## src/rtl/fir_interp2.sv

```systemverilog
// fir_interp2: fixed-coefficient 2x interpolating FIR, h = [1,2,3,4,3,2,1].
// Polyphase form: each accepted sample produces an even phase (taps 1,3,3,1)
// and an odd phase (taps 2,4,2). Both phases are computed at the accept edge.
// The even result goes straight to out_data. The odd result waits in odd_hold.
//
// state | meaning
// ------+---------------------------------------------------------------
// IDLE  | no output pending; ready for a new sample
// EVEN  | even-phase output presented; waiting for out_ready
// ODD   | odd-phase output presented; a new sample may be accepted as it leaves

module fir_interp2 #(
    parameter int IN_W  = 8,
    parameter int OUT_W = 9
) (
    input  logic                    clk,
    input  logic                    rst_b,
    input  logic                    in_valid,
    output logic                    in_ready,
    input  logic signed [IN_W-1:0]  in_data,
    output logic                    out_valid,
    input  logic                    out_ready,
    output logic signed [OUT_W-1:0] out_data
);

    localparam int ACC_W = IN_W + 4;
    localparam logic signed [ACC_W-1:0] RND     = ACC_W'(4);
    localparam logic signed [31:0]      SAT_MAX = (32'sd1 <<< (OUT_W - 1)) - 32'sd1;
    localparam logic signed [31:0]      SAT_MIN = -(32'sd1 <<< (OUT_W - 1));

    typedef enum logic [1:0] {
        IDLE = 2'd0,
        EVEN = 2'd1,
        ODD  = 2'd2
    } state_t;

    state_t state;

    // The oldest tap (x3 after the shift) is the pre-shift x2, so only three
    // stored samples are needed.
    logic signed [IN_W-1:0]  x0, x1, x2;
    logic signed [OUT_W-1:0] odd_hold;

    logic signed [ACC_W-1:0] e0, e1, e2, e3;
    logic signed [ACC_W-1:0] acc_even, acc_odd;
    logic signed [OUT_W-1:0] even_sat, odd_sat;
    logic                    accept;

    // Round half up by adding 4 before the arithmetic shift, then clamp to OUT_W.
    function automatic logic signed [OUT_W-1:0] round_sat(input logic signed [ACC_W-1:0] acc);
        logic signed [ACC_W-1:0] sum;
        logic signed [ACC_W-1:0] r;
        logic signed [31:0]      r_ext;
        sum   = acc + RND;
        r     = sum >>> 3;
        r_ext = 32'(r);
        if (r_ext > SAT_MAX) begin
            return SAT_MAX[OUT_W-1:0];
        end else if (r_ext < SAT_MIN) begin
            return SAT_MIN[OUT_W-1:0];
        end else begin
            return r_ext[OUT_W-1:0];
        end
    endfunction

    assign in_ready  = (state == IDLE) || ((state == ODD) && out_ready);
    assign out_valid = (state != IDLE);
    assign accept    = in_valid && in_ready;

    // Both polyphase sums, taken over the post-shift line {in_data, x0, x1, x2}.
    always_comb begin
        e0       = ACC_W'(in_data);
        e1       = ACC_W'(x0);
        e2       = ACC_W'(x1);
        e3       = ACC_W'(x2);
        acc_even = e0 + e1 + e1 + e1 + e2 + e2 + e2 + e3;
        acc_odd  = (e0 <<< 1) + (e1 <<< 2) + (e2 <<< 1);
        even_sat = round_sat(acc_even);
        odd_sat  = round_sat(acc_odd);
    end

    // Sequencer, delay line and output register.
    always_ff @(posedge clk or negedge rst_b) begin
        if (!rst_b) begin
            state    <= IDLE;
            x0       <= '0;
            x1       <= '0;
            x2       <= '0;
            odd_hold <= '0;
            out_data <= '0;
        end else begin
            case (state)
                IDLE: begin
                    if (accept) begin
                        x0       <= in_data;
                        x1       <= x0;
                        x2       <= x1;
                        out_data <= even_sat;
                        odd_hold <= odd_sat;
                        state    <= EVEN;
                    end
                end
                EVEN: begin
                    if (out_ready) begin
                        out_data <= odd_hold;
                        state    <= ODD;
                    end
                end
                ODD: begin
                    if (accept) begin
                        x0       <= in_data;
                        x1       <= x0;
                        x2       <= x1;
                        out_data <= even_sat;
                        odd_hold <= odd_sat;
                        state    <= EVEN;
                    end else if (out_ready) begin
                        state    <= IDLE;
                    end
                end
                default: begin
                    state <= IDLE;
                end
            endcase
        end
    end

endmodule

```

## config.mk

```make
export PLATFORM = sky130hd
export DESIGN_NAME = fir_interp2
export DESIGN_NICKNAME = d
export VERILOG_FILES = /design/src/rtl/fir_interp2.sv
export SDC_FILE = /design/constraint.sdc
export NUM_CORES = 1
export LEC_CHECK = 0
export ABC_AREA = 1
export CAP_MARGIN = 20
export CORE_MARGIN = 2
export CORE_UTILIZATION = 35
export CTS_BUF_LIST = sky130_fd_sc_hd__clkbuf_4
export DETAILED_ROUTE_END_ITERATION = 10
export HOLD_SLACK_MARGIN = 0.15
export PLACE_DENSITY = 0.56
export SYNTH_ARGS = -nofsm -noshare
export SYNTH_HDL_FRONTEND = slang
export SYNTH_SLANG_ARGS = --single-unit
```

## constraint.sdc

```tcl
create_clock -name clk -period 9.6 [get_ports clk]
set_input_delay 2.88 -clock clk [delete_from_list [all_inputs] [get_ports clk]]
set_output_delay 2.88 -clock clk [all_outputs]
set_load 0.05 [all_outputs]
```

==> results.sh, run 1 <==
export IMPL_status="finished clean"
export IMPL_place_hpwl_mm=6.52
export IMPL_yosysMostFrequentCell="nand2_1"
export IMPL_synth_seq_area_share_pct=27.4
export IMPL_numClockSinks=44
export IMPL_tightest_slew_ns=0.616
export IMPL_cpMostUsedCell="clkdlybuf4s50_1"
export IMPL_area_delta_synth_final_pct=10.5
export IMPL_gp_congestion=0.818
export IMPL_cts_resized=0
export IMPL_ant_nets=0
export IMPL_cts_root_buf="clkbuf_4"
export IMPL_synth_area_um2=4020
export IMPL_worstPathMaxFanout=3
export IMPL_dieArea_um2=12400
export IMPL_synth_top_area_share_pct=27.4
export IMPL_path_cells="clkdlybuf4s50_1, inv_2, a21oi_4, clkdlybuf4s50_1"
export IMPL_firstDrtPassIters=4
export IMPL_yosys_area_share_adder_pct=30.3
export IMPL_setup_tns_final_ns=0
export IMPL_ios=23
export IMPL_timing_final_ws_setup_ns=2.20
export IMPL_finalCritPeriodShare_pct=77.1
export IMPL_slew_headroom_pct=59.0
export IMPL_antenna_found_initial=0
export IMPL_final_setup_viol_count=0
export IMPL_grt_max_degree=58
export IMPL_start_util_pct=35.5
export IMPL_rsz0062_at_grt="false"
export IMPL_synthTopCellsByCount="nand2_1 (132), inv_1 (128), dfrtp_1 (44)"
export IMPL_synth_area_mux_share_pct=0
export IMPL_drc=0
export IMPL_cts_tree="built"
export IMPL_path_delay_family="buffers and inverters"
export IMPL_grt_pass1_wl_mm=15.4
export IMPL_die_w_um=111
export IMPL_dieHeight_um=111
export IMPL_synth_compound_gate_area_share_pct=7.41
export IMPL_synth_area_leader_cell="dfrtp_1"
export IMPL_worstSkewPairLatency_ns=0.37
export IMPL_wl_per_cell_um=12.1
export IMPL_yosys_area_share_simple_pct=19.6
export IMPL_routed_via_density=4.46
export IMPL_rows=39
export IMPL_crit_required_ns=6.72
export IMPL_drive_above_1_share_pct=3.01
export IMPL_grt_pass1_vias=3223
export IMPL_synth_main_ff_cell="dfrtp_1"
export IMPL_port_buffers=22
export IMPL_synth_top_family_by_area="adder cells"
export IMPL_crit_type="input port to output port"
export IMPL_synth_area_per_cell_um2=7.86
export IMPL_finalMaxSlewViolations=0
export IMPL_core_um2=11300
export IMPL_htreeDepth=2
export IMPL_nets=617
export IMPL_postCtsSetupBuffers=0
export IMPL_crit_path_max_incr_delay_ns=0.85
export IMPL_end_kind="output port"
export IMPL_clockBufferDepth=2
export IMPL_grt_total_usage_pct=15.0
export IMPL_drt_total_wl_mm=8.15
export IMPL_synth_enable_flop_cells=0
export IMPL_min_from="out_data[8]$_DFFE_PN0P_"
export IMPL_postSynthNetCount=597
export IMPL_post_synth_xor_area_fraction_pct=1.31
export IMPL_cts_hold_buf=0
export IMPL_synth_cell_types=24
export IMPL_crit_slowest_cell="clkdlybuf4s50_1"
export IMPL_ys_seq_elements=44
export IMPL_hold_viol_final=0
export IMPL_startpoint_type="input port"
export IMPL_max_cap_violations=0
export IMPL_hp_class="flip-flop to flip-flop"
export IMPL_synthArstFlopShare_pct=100
export IMPL_cts_buffers=5
export IMPL_fill_cells=1200
export IMPL_yosysWarningCount=0
export IMPL_diodes=0
export IMPL_period_minus_slack_ns=7.40
export IMPL_startpoint="out_ready"
export IMPL_fin_worst_skew_ns=0.0154
export IMPL_worstPathArrival_ns=4.52
export IMPL_worst_path_buf_inv=3
export IMPL_fmax_ghz=0.135
export IMPL_r2r_start="x1[2]$_DFFE_PN0P_"
export IMPL_final_util_pct=39.2
export IMPL_clk_pin_slew_ns=0.13
export IMPL_grt_ovfl_total=0
export IMPL_dr_total_vias=3013
export IMPL_drtIter0Drc=113
export IMPL_netlist_instances=511
export IMPL_synthTopCellsByArea="dfrtp_1 (27%), fa_1 (19%), nand2_1 (12%)"
export IMPL_place_ws_ns=2.20
==> placed cells by master, fill, tap and decap left out, drive strengths merged <==
cell type | netlist | final
a21oi | 19 | 19
nand4 | 5 | 5
buf | 10 | 2
clkbuf | 0 | 6
o21bai | 1 | 1
o31ai | 1 | 1
clkdlybuf4s50 | 0 | 21
clkinv | 0 | 1
nand3 | 24 | 24
ha | 35 | 35
a21o | 1 | 1
o21ai | 33 | 33
dfrtp | 44 | 44
xor2 | 3 | 3
fa | 39 | 39
xnor2 | 3 | 3
inv | 130 | 130
nor2 | 26 | 26
bufinv | 0 | 1
nand3b | 3 | 3
nand2 | 134 | 134
==> worst paths after layout <==
check / endpoint / slack, ns / depth (start not counted)
min in group asynchronous: x1[2]$_DFFE_PN0P_ / 2.42 / 1
worst min register to register: out_data[8]$_DFFE_PN0P_ / 0.50 / 2
worst max register to register: out_data[8]$_DFFE_PN0P_ / 6.01 / 17
max in group asynchronous: odd_hold[6]$_DFFE_PN0P_ / 6.66 / 2
worst min-delay path: out_data[8]$_DFFE_PN0P_ / 0.50 / 2
worst max-delay path: in_ready / 2.20 / 4
==> metal layers <==
layer | global-route usage [%] | vias up | wire, um
li1 | - | 1567 | -
met1 | 20.2 | 1410 | 3950
met2 | 25.4 | 28 | 3890
met3 | 2.68 | 8 | 189
met4 | 3.70 | 0 | 121
met5 | 0 | - | 0
==> cell families (layout without fill, tap and decap cells) <==
| kind of cell | Yosys count | in the layout |
|---|---|---|
| xor+xnor | 6 | 6 |
| simple gates | 192 | 192 |
| fa+ha+maj | 74 | 74 |
| buf+inv | 140 | 161 |
| flops | 44 | 44 |
| compound gates | 55 | 55 |
==> registers in the layout, summed over array words and instances, names as in the netlist <==
signal / count
x2: 8
state: 2
x1: 8
odd_hold: 9
x0: 8
out_data: 9
==> worst register-to-register path: stages, from the launching register on <==
cell,delay (ns)
dfrtp_1,0.51
inv_1,0.19
fa_1,0.56
inv_1,0.05
fa_1,0.48
inv_1,0.06
fa_1,0.54
inv_1,0.05
ha_1,0.35
nand2_1,0.09
inv_1,0.10
nand2_1,0.07
nor2_1,0.10
nand2_1,0.08
nand3_1,0.09
nand3_1,0.06
nand2_1,0.07
nand2_1,0.04
==> per-stage QoR <==
step | hold slack (ns) | std cells | area [um^2]
after floorplan | 0.449 | 511 | 4020
after global placement | 0.467 | 666 | 4340
after detailed placement | 0.469 | 666 | 4340
after CTS | 0.505 | 674 | 4420
after global routing | 0.521 | 675 | 4440
final | 0.497 | 675 | 4440
==> cell type report <==
cell class	count	area, um^2	share of cell area [%]
inverter	130	488	11.0
clock buffer	6	45.0	1.01
multi-input combinational	327	2360	53.1
clock inverter	2	35.0	0.789
sequential	44	1100	24.8
timing repair buffer	23	235	5.30
tap	143	179	4.03
Power of run 1 is not shown: default switching activity piles up to over one toggle a cycle in this logic, so the estimate is an artifact.
==> inputs of run 2 (changes only) <==
==> constraint.sdc (replaced) <==
create_clock -name clk -period 7.4 [get_ports clk]
set_input_delay 2.22 -clock clk [delete_from_list [all_inputs] [get_ports clk]]
set_output_delay 2.22 -clock clk [all_outputs]
set_load 0.05 [all_outputs]
==> run 2 against run 1 <==
Compared with the run above:
- flip-flop and latch count unchanged
- routed wire length down 0.32%
- critical endpoint unchanged
- core utilization down 0.25 points
- register-to-register slack worse by 2.2 ns
- clock skew down 0.0060 ns
- via count up 0.73%
- non-clock buffer count unchanged
- critical path depth unchanged
- final area down 0.65%
==> results.sh, run 2 (synthesis gave the netlist of run 1 again) <==
export IMPL_grt_pass1_wl_mm=14.7
export IMPL_core_um2=11300
export IMPL_drc=0
export IMPL_period_minus_slack_ns=6.08
export IMPL_stdcell_count=675
export IMPL_max_cap_violations=0
export IMPL_ios=23
export IMPL_antenna_found_initial=0
export IMPL_worstSkewPairLatency_ns=0.37
export IMPL_crit_required_ns=5.18
export IMPL_die_w_um=111
export IMPL_fill_cells=1212
export IMPL_drive_above_1_share_pct=2.82
export IMPL_cts_hold_buf=0
export IMPL_clk_pin_slew_ns=0.13
export IMPL_largestRegisters="odd_hold (9), out_data (9)"
export IMPL_multiInputGateArea_um2=2360
export IMPL_setup_tns_final_ns=0
export IMPL_finalMaxSlewViolations=0
export IMPL_tightest_slew_ns=0.610
export IMPL_dp_cells=666
export IMPL_crit_type="input port to output port"
export IMPL_final_setup_viol_count=0
export IMPL_routed_via_density=4.50
export IMPL_hold_viol_final=0
export IMPL_startpoint_type="input port"
export IMPL_worstRegToRegCells=18
export IMPL_diodes=0
export IMPL_htreeDepth=2
export IMPL_nets=617
export IMPL_start_util_pct=35.5
export IMPL_dieArea_um2=12400
export IMPL_grt_ovfl_total=0
export IMPL_slew_headroom_pct=59.3
export IMPL_dieHeight_um=111
export IMPL_rsz0062_at_grt="false"
export IMPL_drtIter0Drc=133
export IMPL_port_buffers=22
export IMPL_grt_pass1_vias=3163
export IMPL_rows=39
export IMPL_wl_per_cell_um=12.0
export IMPL_layout_common_cells="nand2_1 (132), inv_1 (128), dfrtp_1 (44)"
export IMPL_firstDrtPassIters=4
export IMPL_cts_tree="built"
export IMPL_hold_depth=2
export IMPL_numClockSinks=44
export IMPL_register_area_um2=1100
export IMPL_dr_total_vias=3035
export IMPL_grt_total_usage_pct=14.6
export IMPL_drt_total_wl_mm=8.13
export IMPL_clockBufferDepth=2
export IMPL_grt_max_degree=58
export IMPL_place_hpwl_mm=6.59
export IMPL_cts_resized=0
export IMPL_fin_worst_skew_ns=0.00944
export IMPL_final_common_cell="nand2_1"
export IMPL_hp_class="flip-flop to flip-flop"
export IMPL_gp_congestion=0.830
export IMPL_status="finished clean"
export IMPL_worstPathArrival_ns=3.86
export IMPL_fmax_ghz=0.164
export IMPL_end_kind="output port"
export IMPL_postCtsSetupBuffers=0
export IMPL_cts_buffers=5
export IMPL_cts_root_buf="clkbuf_4"
export IMPL_area_delta_synth_final_pct=9.81
export IMPL_finalCritPeriodShare_pct=82.2
export IMPL_ant_nets=0
export IMPL_worstPathMaxFanout=3
==> run 2: changes by cell type in the layout (fill, tap and decap cells not counted) <==
cell,delta
clkbuf_4,-1
bufinv_16,-1
clkinv_1,+1
clkinv_2,+1
==> run 2: path summary, 6_finish.rpt <==
kind                                         start                 endpoint  slack (ns)
max reg2reg                      x1[2]$_DFFE_PN0P_  out_data[7]$_DFFE_PN0P_        3.82
max in group asynchronous                    rst_b  odd_hold[6]$_DFFE_PN0P_        5.11
max                                      out_ready                 in_ready        1.32
min in group asynchronous                    rst_b        x1[4]$_DFFE_PN0P_        1.78
min                        out_data[6]$_DFFE_PN0P_  out_data[6]$_DFFE_PN0P_        0.50
min reg2reg                out_data[6]$_DFFE_PN0P_  out_data[6]$_DFFE_PN0P_        0.50
==> run 2: cell type report <==
cell class              instances  area share [%]
clock buffers                   5           0.851
multi-input cells             327            53.4
clock inverters                 3           0.312
repair buffers                 23            5.33
well taps                     143            4.05
flip-flops and latches         44            25.0
inverters                     130            11.1
==> run 2: metal layers <==
metal | track usage, % | vias up | share of wire [%]
li1 | - | 1567 | -
met1 | 19.2 | 1421 | 48
met2 | 24.9 | 38 | 47
met3 | 2.90 | 9 | 3.5
met4 | 3.79 | 0 | 1.2
met5 | 0 | - | 0
==> run 2: worst max-delay path, cell delays in order <==
cell,delay [ns]
clkdlybuf4s50_1,0.52
inv_2,0.07
a21oi_4,0.21
clkdlybuf4s50_1,0.84
==> run 2: metrics by stage <==
| step | utilization [%] | cell area (um^2) | hold slack, ns | setup WS [ns] |
|---|---|---|---|---|
| final | 39.0 | 4410 | 0.501 | 1.32 |
| after detailed placement | 38.4 | 4340 | 0.474 | 1.32 |
| after floorplan | - | 4020 | 0.449 | 2.39 |
| after global placement | 38.4 | 4340 | 0.467 | 1.31 |
| after global routing | 39.0 | 4410 | 0.527 | 1.26 |
| after CTS | 38.8 | 4390 | 0.506 | 1.31 |
Power of run 2 is left out for the same reason.
